$ cat config.mk
export PLATFORM = sky130hd
export DESIGN_NAME = led_pwm_ctrl
export DESIGN_NICKNAME = d
export VERILOG_FILES = /design/src/rtl/led_pwm_ctrl.sv
export SDC_FILE = /design/constraint.sdc
export NUM_CORES = 1
export LEC_CHECK = 0
export ABC_AREA = 1
export CAP_MARGIN = 0
export CORE_ASPECT_RATIO = 0.5
export CORE_MARGIN = 2
export CORE_UTILIZATION = 45
export CTS_CLUSTER_DIAMETER = 30
export CTS_CLUSTER_SIZE = 14
export DETAILED_ROUTE_END_ITERATION = 10
export GPL_ROUTABILITY_DRIVEN = 0
export GPL_TIMING_DRIVEN = 0
export PLACE_DENSITY = 0.73
export SETUP_SLACK_MARGIN = 0.02
export SLEW_MARGIN = 15
export SYNTH_ARGS = -nofsm -noshare
export SYNTH_HDL_FRONTEND = slang
export SYNTH_SLANG_ARGS = --single-unit
$ cat constraint.sdc
create_clock -name clk_i -period 1.6 [get_ports clk_i]
set_input_delay 0.32 -clock clk_i [delete_from_list [all_inputs] [get_ports clk_i]]
set_output_delay 0.32 -clock clk_i [all_outputs]
set_load 0.05 [all_outputs]
$ cat src/rtl/led_pwm_ctrl.sv
// Multi-channel LED driver: per-channel off / on / blink / PWM modes behind a one-cycle write port.
// Optional breathe mode (triangle-ramped PWM level) is built only when LED_BREATHE_EN is defined.
module led_pwm_ctrl #(
   parameter int          NUM_CH         = 2,
   parameter int          CH_W           = 4,
   parameter logic [31:0] BLINK_INTERVAL = 32'h01FF_FFFF,
   parameter int          PWM_W          = 8
) (
   input  logic              clk_i,
   input  logic              rst_i,
   input  logic              wr_en_i,
   input  logic [CH_W-1:0]   wr_ch_i,
   input  logic [2:0]        wr_mode_i,
   input  logic [PWM_W-1:0]  wr_duty_i,
   output logic [NUM_CH-1:0] led_out_o,
   output logic              tick_out_o
);

   typedef enum logic [2:0] {
      MODE_OFF     = 3'b000,
      MODE_ON      = 3'b001,
      MODE_BLINK   = 3'b010,
      MODE_PWM     = 3'b011,
      MODE_BREATHE = 3'b100
   } mode_e;

   localparam logic [PWM_W-1:0] PWM_LAST = {{(PWM_W-1){1'b1}}, 1'b0};

   logic [31:0]       pre_cnt_q, pre_cnt_d;
   logic              blink_phase_q, blink_phase_d;
   logic [PWM_W-1:0]  pwm_cnt_q, pwm_cnt_d;
   logic [2:0]        mode_q [NUM_CH];
   logic [2:0]        mode_d [NUM_CH];
   logic [PWM_W-1:0]  duty_q [NUM_CH];
   logic [PWM_W-1:0]  duty_d [NUM_CH];
   logic [NUM_CH-1:0] led_q, led_d;
   logic              tick_q, tick_d;
   logic              pre_wrap, pwm_wrap;
`ifdef LED_BREATHE_EN
   // dir: 0 = ramping up, 1 = ramping down
   logic [PWM_W-1:0]  lvl_q [NUM_CH];
   logic [PWM_W-1:0]  lvl_d [NUM_CH];
   logic              dir_q [NUM_CH];
   logic              dir_d [NUM_CH];
`endif

   // NOTE: every signal driven here gets a default first, so no path leaves it unassigned and no latch is inferred.
   always_comb begin
      pre_wrap      = (pre_cnt_q == BLINK_INTERVAL);
      pre_cnt_d     = pre_wrap ? '0 : pre_cnt_q + 32'd1;
      tick_d        = pre_wrap;
      blink_phase_d = blink_phase_q ^ pre_wrap;
      pwm_wrap      = (pwm_cnt_q == PWM_LAST);
      pwm_cnt_d     = pwm_wrap ? '0 : pwm_cnt_q + 1'b1;
      mode_d        = mode_q;
      duty_d        = duty_q;
      led_d         = '0;
`ifdef LED_BREATHE_EN
      lvl_d         = lvl_q;
      dir_d         = dir_q;
`endif
      for (int n = 0; n < NUM_CH; n++) begin
         // Writes to channels >= NUM_CH match no iteration and are dropped.
         if (wr_en_i && (wr_ch_i == CH_W'(n))) begin
            mode_d[n] = wr_mode_i;
            duty_d[n] = wr_duty_i;
         end
`ifdef LED_BREATHE_EN
         if (wr_en_i && (wr_ch_i == CH_W'(n)) && (wr_mode_i == MODE_BREATHE)) begin
            lvl_d[n] = '0;
            dir_d[n] = 1'b0;
         end else if ((mode_q[n] == MODE_BREATHE) && pwm_wrap) begin
            if (!dir_q[n]) begin
               lvl_d[n] = lvl_q[n] + 1'b1;
               if (lvl_q[n] == PWM_LAST) dir_d[n] = 1'b1;
            end else begin
               lvl_d[n] = lvl_q[n] - 1'b1;
               if (lvl_q[n] == PWM_W'(1)) dir_d[n] = 1'b0;
            end
         end
`endif
         case (mode_q[n])
            MODE_ON:      led_d[n] = 1'b1;
            MODE_BLINK:   led_d[n] = blink_phase_q;
            MODE_PWM:     led_d[n] = (pwm_cnt_q < duty_q[n]);
`ifdef LED_BREATHE_EN
            MODE_BREATHE: led_d[n] = (pwm_cnt_q < lvl_q[n]);
`endif
            default:      led_d[n] = 1'b0;
         endcase
      end
   end

   // NOTE: state is updated with non-blocking assignments so every register samples pre-edge values.
   always_ff @(posedge clk_i) begin
      if (rst_i) begin
         pre_cnt_q     <= '0;
         blink_phase_q <= 1'b0;
         pwm_cnt_q     <= '0;
         // NOTE: the config arrays are reset too; they are flops, not a RAM, and a defined power-up mode is required.
         mode_q        <= '{default: '0};
         duty_q        <= '{default: '0};
         led_q         <= '0;
         tick_q        <= 1'b0;
`ifdef LED_BREATHE_EN
         lvl_q         <= '{default: '0};
         dir_q         <= '{default: 1'b0};
`endif
      end else begin
         pre_cnt_q     <= pre_cnt_d;
         blink_phase_q <= blink_phase_d;
         pwm_cnt_q     <= pwm_cnt_d;
         mode_q        <= mode_d;
         duty_q        <= duty_d;
         led_q         <= led_d;
         tick_q        <= tick_d;
`ifdef LED_BREATHE_EN
         lvl_q         <= lvl_d;
         dir_q         <= dir_d;
`endif
      end
   end

   assign led_out_o  = led_q;
   assign tick_out_o = tick_q;

endmodule

# After elaboration in Yosys (flattened, before gate mapping)
# Index checks and enable logic that the tools add are counted.
# op_classes
eq_ne	9
bitwise	1
n_reduce_logical	5
addsub	2
n_mux	2
n_lt_le_gt_ge	2
# op_table
cell	count
adder 32 x 1 -> 32 bit, second input constant	1
== test 32 x 25 -> 1 bit, second input constant	1
< comparator 8 bit	2
== test 3 x 2 -> 1 bit, second input constant	4
adder 8 x 1 -> 8 bit, second input constant	1
== test 8 bit, second input constant	1
== test 3 x 1 -> 1 bit, second input constant	2
case mux 1 bit (3 select lines)	2
== test 4 x 1 -> 1 bit, second input constant	1
logical NOT 4 bit	1
OR reduction 2 bit	2
logical AND 1 bit	2
XOR 1 bit	1
# totals
out_inout_bits	3
in_bits	18
regBits	66

# Depth between registers and ports, before layout
# depth
depth_word	2
mapped_depth	9
depth_no_buf	9

# Least setup slack after synthesis
# Ideal clock, no wire load.
# synth_timing
kind	flip-flop to flip-flop
start	register pre_cnt_q[0]
end	register pre_cnt_q[18]
path_buffers	1
path_stages_with_launch	10
period_less_slack_ns	1.467
path_slack_ns	0.133
t_arrival_ns	1.352
setup_time_ns	0.115
required_time_ns	1.485
cell_sequence	dfxtp_1 -> ha_1 -> nand3_4 -> inv_2 -> nand2_4 -> nor2_8 -> nand2_4 -> nand2_8 -> buf_12 -> nor2_2
# synth_between
elab_chain_len	2
word_cells_on_any_way	3
classes_between	add/sub (1); eq/ne (1); reduce/logical (1)
# synth_rtl
item	line_no	source
from (decl)	29	logic [31:0] pre_cnt_q, pre_cnt_d;
from (signal assigned)	110	pre_cnt_q <= pre_cnt_d;
branches (longest 2 deep; another with adder 32 x 1 -> 32 bit)	n/a	
# Several ways; the timed one is not identified.
# A chain may end at the register's enable or synchronous reset.

# Worst setup path after layout
# layout_timing
start	register pre_cnt_q[20]
end	register pre_cnt_q[9]
# layout_between
elab_chain_len	2
# layout_rtl
item	line_no	source
== test 32 x 25 -> 1 bit	49	pre_wrap = (pre_cnt_q == BLINK_INTERVAL);
OR reduction 2 bit (no line)	n/a	
# Every way passes these cells.

==> results_dict.tcl <==
set metrics [dict create \
    grt_antenna_before_repair 0 \
    critical_path_peak_fanout 10 \
    totalNegativeSetupSlack_ps 0 \
    timing.fmax_mhz 675 \
    outcome "complete, no violations" \
    startpoint_type "flip-flop" \
    postCtsSetupRepairBufs 0 \
    worst_hold_path.num_cells 2 \
    wl_per_cell_um 11.7 \
    irDropWorstVdd_uv 751 \
    detailed_place_hpwl_mm 5.41 \
    netlist-cell-type-count 28 \
    number_of_global_route_vias_before_repair 2858 \
    detail_route.drc_violations 0 \
    syn-instance-count 485 \
    synth_top_cell_by_area "dfxtp_1" \
    worstRegToRegCells 8 \
    synth_seq_cells 66 \
    finClkSkew_ps 6.13 \
    ctsRootBufferMaster "clkbuf_16" \
    num_rows 22 \
    die-height_um 66.6 \
    cts_hold_buf 0 \
    cp_class "flip-flop to flip-flop" \
    grt_pass1_wl_mm 12.6 \
    finish.net_count 551 \
    synth.top_cell.area_share_pct 37.5 \
    synth_ff_type "dfxtp_1" \
    synth-seq-area-share_pct 37.5 \
    dr.max_layer_used "met4" \
    core_area_um2 7460 \
    post-synth-top-count-cell "nand2_1" \
    num_io_pins 21 \
    max_cap_viol_count 0 \
    n_antenna_cell 0 \
    grt.overflow.total 0 \
    p_clk_share_pct 50.7 \
    multiInputGateArea_um2 1930 \
    final_antenna_net_count 0 \
    adder_cell_share_of_the_synthesized_area_pct 6.03 \
    path_clk_slew_ps 50 \
    track_usage_pct 19.4 \
    synth.area.top_cells "dfxtp_1 37%, nand2_1 13%, ha_1 6.0%" \
    relSlewSlack_pct 67.4 \
    tightestPinTransition_ps 488 \
    rsz0062_at_grt "true" \
    flow.area_growth_from_synthesis_pct 18.8 \
    yosys_warnings 0 \
    timing_hold_violations_final 0 \
    synth.cells.most_frequent "125 x nand2_1, 66 x dfxtp_1, 55 x inv_1" \
    intPower_mw 3.07 \
    share_of_synthesized_cell_area_in_and_or_nand_and_nor_gates_pct 32.6 \
    final.fill_count 711 \
    start_util_pct 47.2 \
    grt_max_degree 11 \
    insertion_delay_ps 340 \
    number_of_flops_mapped_to_enable_cells_by_yosys 0 \
    setup_violations 0 \
    sequentialPowerShare_pct 43.5 \
    powerDensity_nw_per_um2 930 \
    pre_cts_ws_ps -240 \
    firstDrtPassIters 4 \
    via_per_inst 4.79 \
    clock_path_buffers 2 \
    synthArstFlopShare_pct 0 \
    detailed_routed_wire_length_on_met2_mm 3.40 \
    worst-endpoint-arrival_ps 1710 \
    h-tree-depth 3 \
    routed_wirelength_mm 7.33 \
    worstSetupEndpointType "flip-flop" \
    seqCellArea_um2 1330 \
    io_buffer_count 20 \
    detailroute.via_count 3015 \
    detailroute.wirelength.met3_um 282 \
    worst_path_required_ps 1830 \
    power.leakage_nw 1.52 \
    synth_top_family_by_area "simple AND/OR/NAND/NOR gates" \
    tritoncts_clock_tree "yes" \
    final.setup.worst_slack_ps 118 \
    p_switching_mw 0.830 \
    cts_made_buffers 9 \
    dieArea_um2 8600 \
    final_max_slew_viol_count 0 \
    fraction_of_layout_instances_using_a_drive_strength_above_1_pct 14.2 \
    drt-initial-drc-count 70 \
    netSwitchingFraction_pct 21.3 \
    synth.area.mux_share_pct 0 \
    final_min_period_over_clock_period_pct 92.6 \
    post_synth.cell_area_avg_um2 7.27 \
    hp-class "flip-flop to flip-flop" \
    synth_compound_area_share_pct 12.2 \
    synth.net_count 520 \
    die_width_um 129 \
    fin_crit_ps 1480 \
    met1Wirelength_mm 3.54 \
    share_comb_of_total_power_pct 5.8 \
    cts_num_sinks 66 \
    synth-xor-area-share_pct 3.23 \
    netlist_area_um2 3520 \
]
routing by layer:
metal	vias to the layer above	GRT usage, %
met2	33	33.8
met5	-	0
met1	1368	22.5
met3	9	6.59
li1	1605	-
met4	0	6.66
metrics by stage:
step                hold slack (ps)  instance area (um^2)  utilization, %  cells  power (mW)
global placement                434                  3860            51.7    613        1.94
detailed placement              439                  3860            51.7    613        1.95
global route                    469                  4190            56.2    629        4.03
finish                          445                  4190            56.2    629        3.90
CTS                             447                  4160            55.8    629        3.93
floorplan                       389                  3520               -    485        1.86
power groups by stage:
stage	sequential [mW]	combinational (mW)	clock [mW]
3_3_place_gp	1.72	0.220	0
6_report	1.69	0.228	1.98
3_5_place_dp	1.73	0.225	0
2_1_floorplan	1.72	0.139	0
4_1_cts	1.69	0.227	2.01
5_1_grt	1.70	0.257	2.08
worst paths after layout:
path / startpoint / end / slack [ps]
worst max-delay path: pre_cnt_q[20]$_SDFF_PP0_ / pre_cnt_q[9]$_SDFF_PP0_ / 120
worst min-delay path: duty_q[8]$_SDFFE_PP0P_ / duty_q[8]$_SDFFE_PP0P_ / 440
worst max register to register: pre_cnt_q[20]$_SDFF_PP0_ / pre_cnt_q[9]$_SDFF_PP0_ / 120
worst min register to register: duty_q[8]$_SDFFE_PP0P_ / duty_q[8]$_SDFFE_PP0P_ / 440
flip-flops by register name (all words and copies together), names as in the netlist:
signal	count
blink_phase_q	1
led_out_o	2
mode_q	6
pwm_cnt_q	8
duty_q	16
pre_cnt_q	32
tick_out_o	1
kinds of logic after synthesis:
group           count (synthesis)
xor+xnor                       13
buf+inv                        66
compound gates                 75
simple gates                  248
flops                          66
fa+ha+maj                      17
critical path, stage by stage (launching register included):
cell and delay [ps]:
dfxtp_1 390, nand2_1 100, nor2_2 190, nand2_1 110, nor2_2 180, nand2_4 90
nand2_8 100, buf_12 150, nor2_2 50
what timing repair did:
action                     4_1_cts  5_1_grt
setup endpoints to repair       34       46
cloned                           0        0
gates resized for setup          5       13
area by class of cell:
type                       count  share of cell area [%]
clock inverter                 2                   0.836
buffer                         9                    2.06
tap                          108                    3.23
inverter                      57                    5.11
multi-input combinational    353                    46.1
timing repair buffer          20                    4.69
clock buffer                  14                    6.30
sequential                    66                    31.7
cell usage in the layout (no fill, tap or decap), types with 3 or more instances in the layout:
cell             instances
buf_12                   3
nand3b_1                 8
clkdlybuf4s50_1         17
o21ai_0                 26
clkbuf_16                9
a21oi_2                 14
a21oi_1                 34
nand2_1                124
clkbuf_2                 3
nor2_4                   4
ha_1                    16
nor3_1                   7
nand3_1                 16
nand2_2                  3
clkbuf_1                 6
xor2_1                   8
xnor2_1                  5
dlygate4sd2_1            3
inv_1                   55
nor2_2                  23
nor2_1                  52
dfxtp_1                 64
Power figures use the tool's default switching activity.
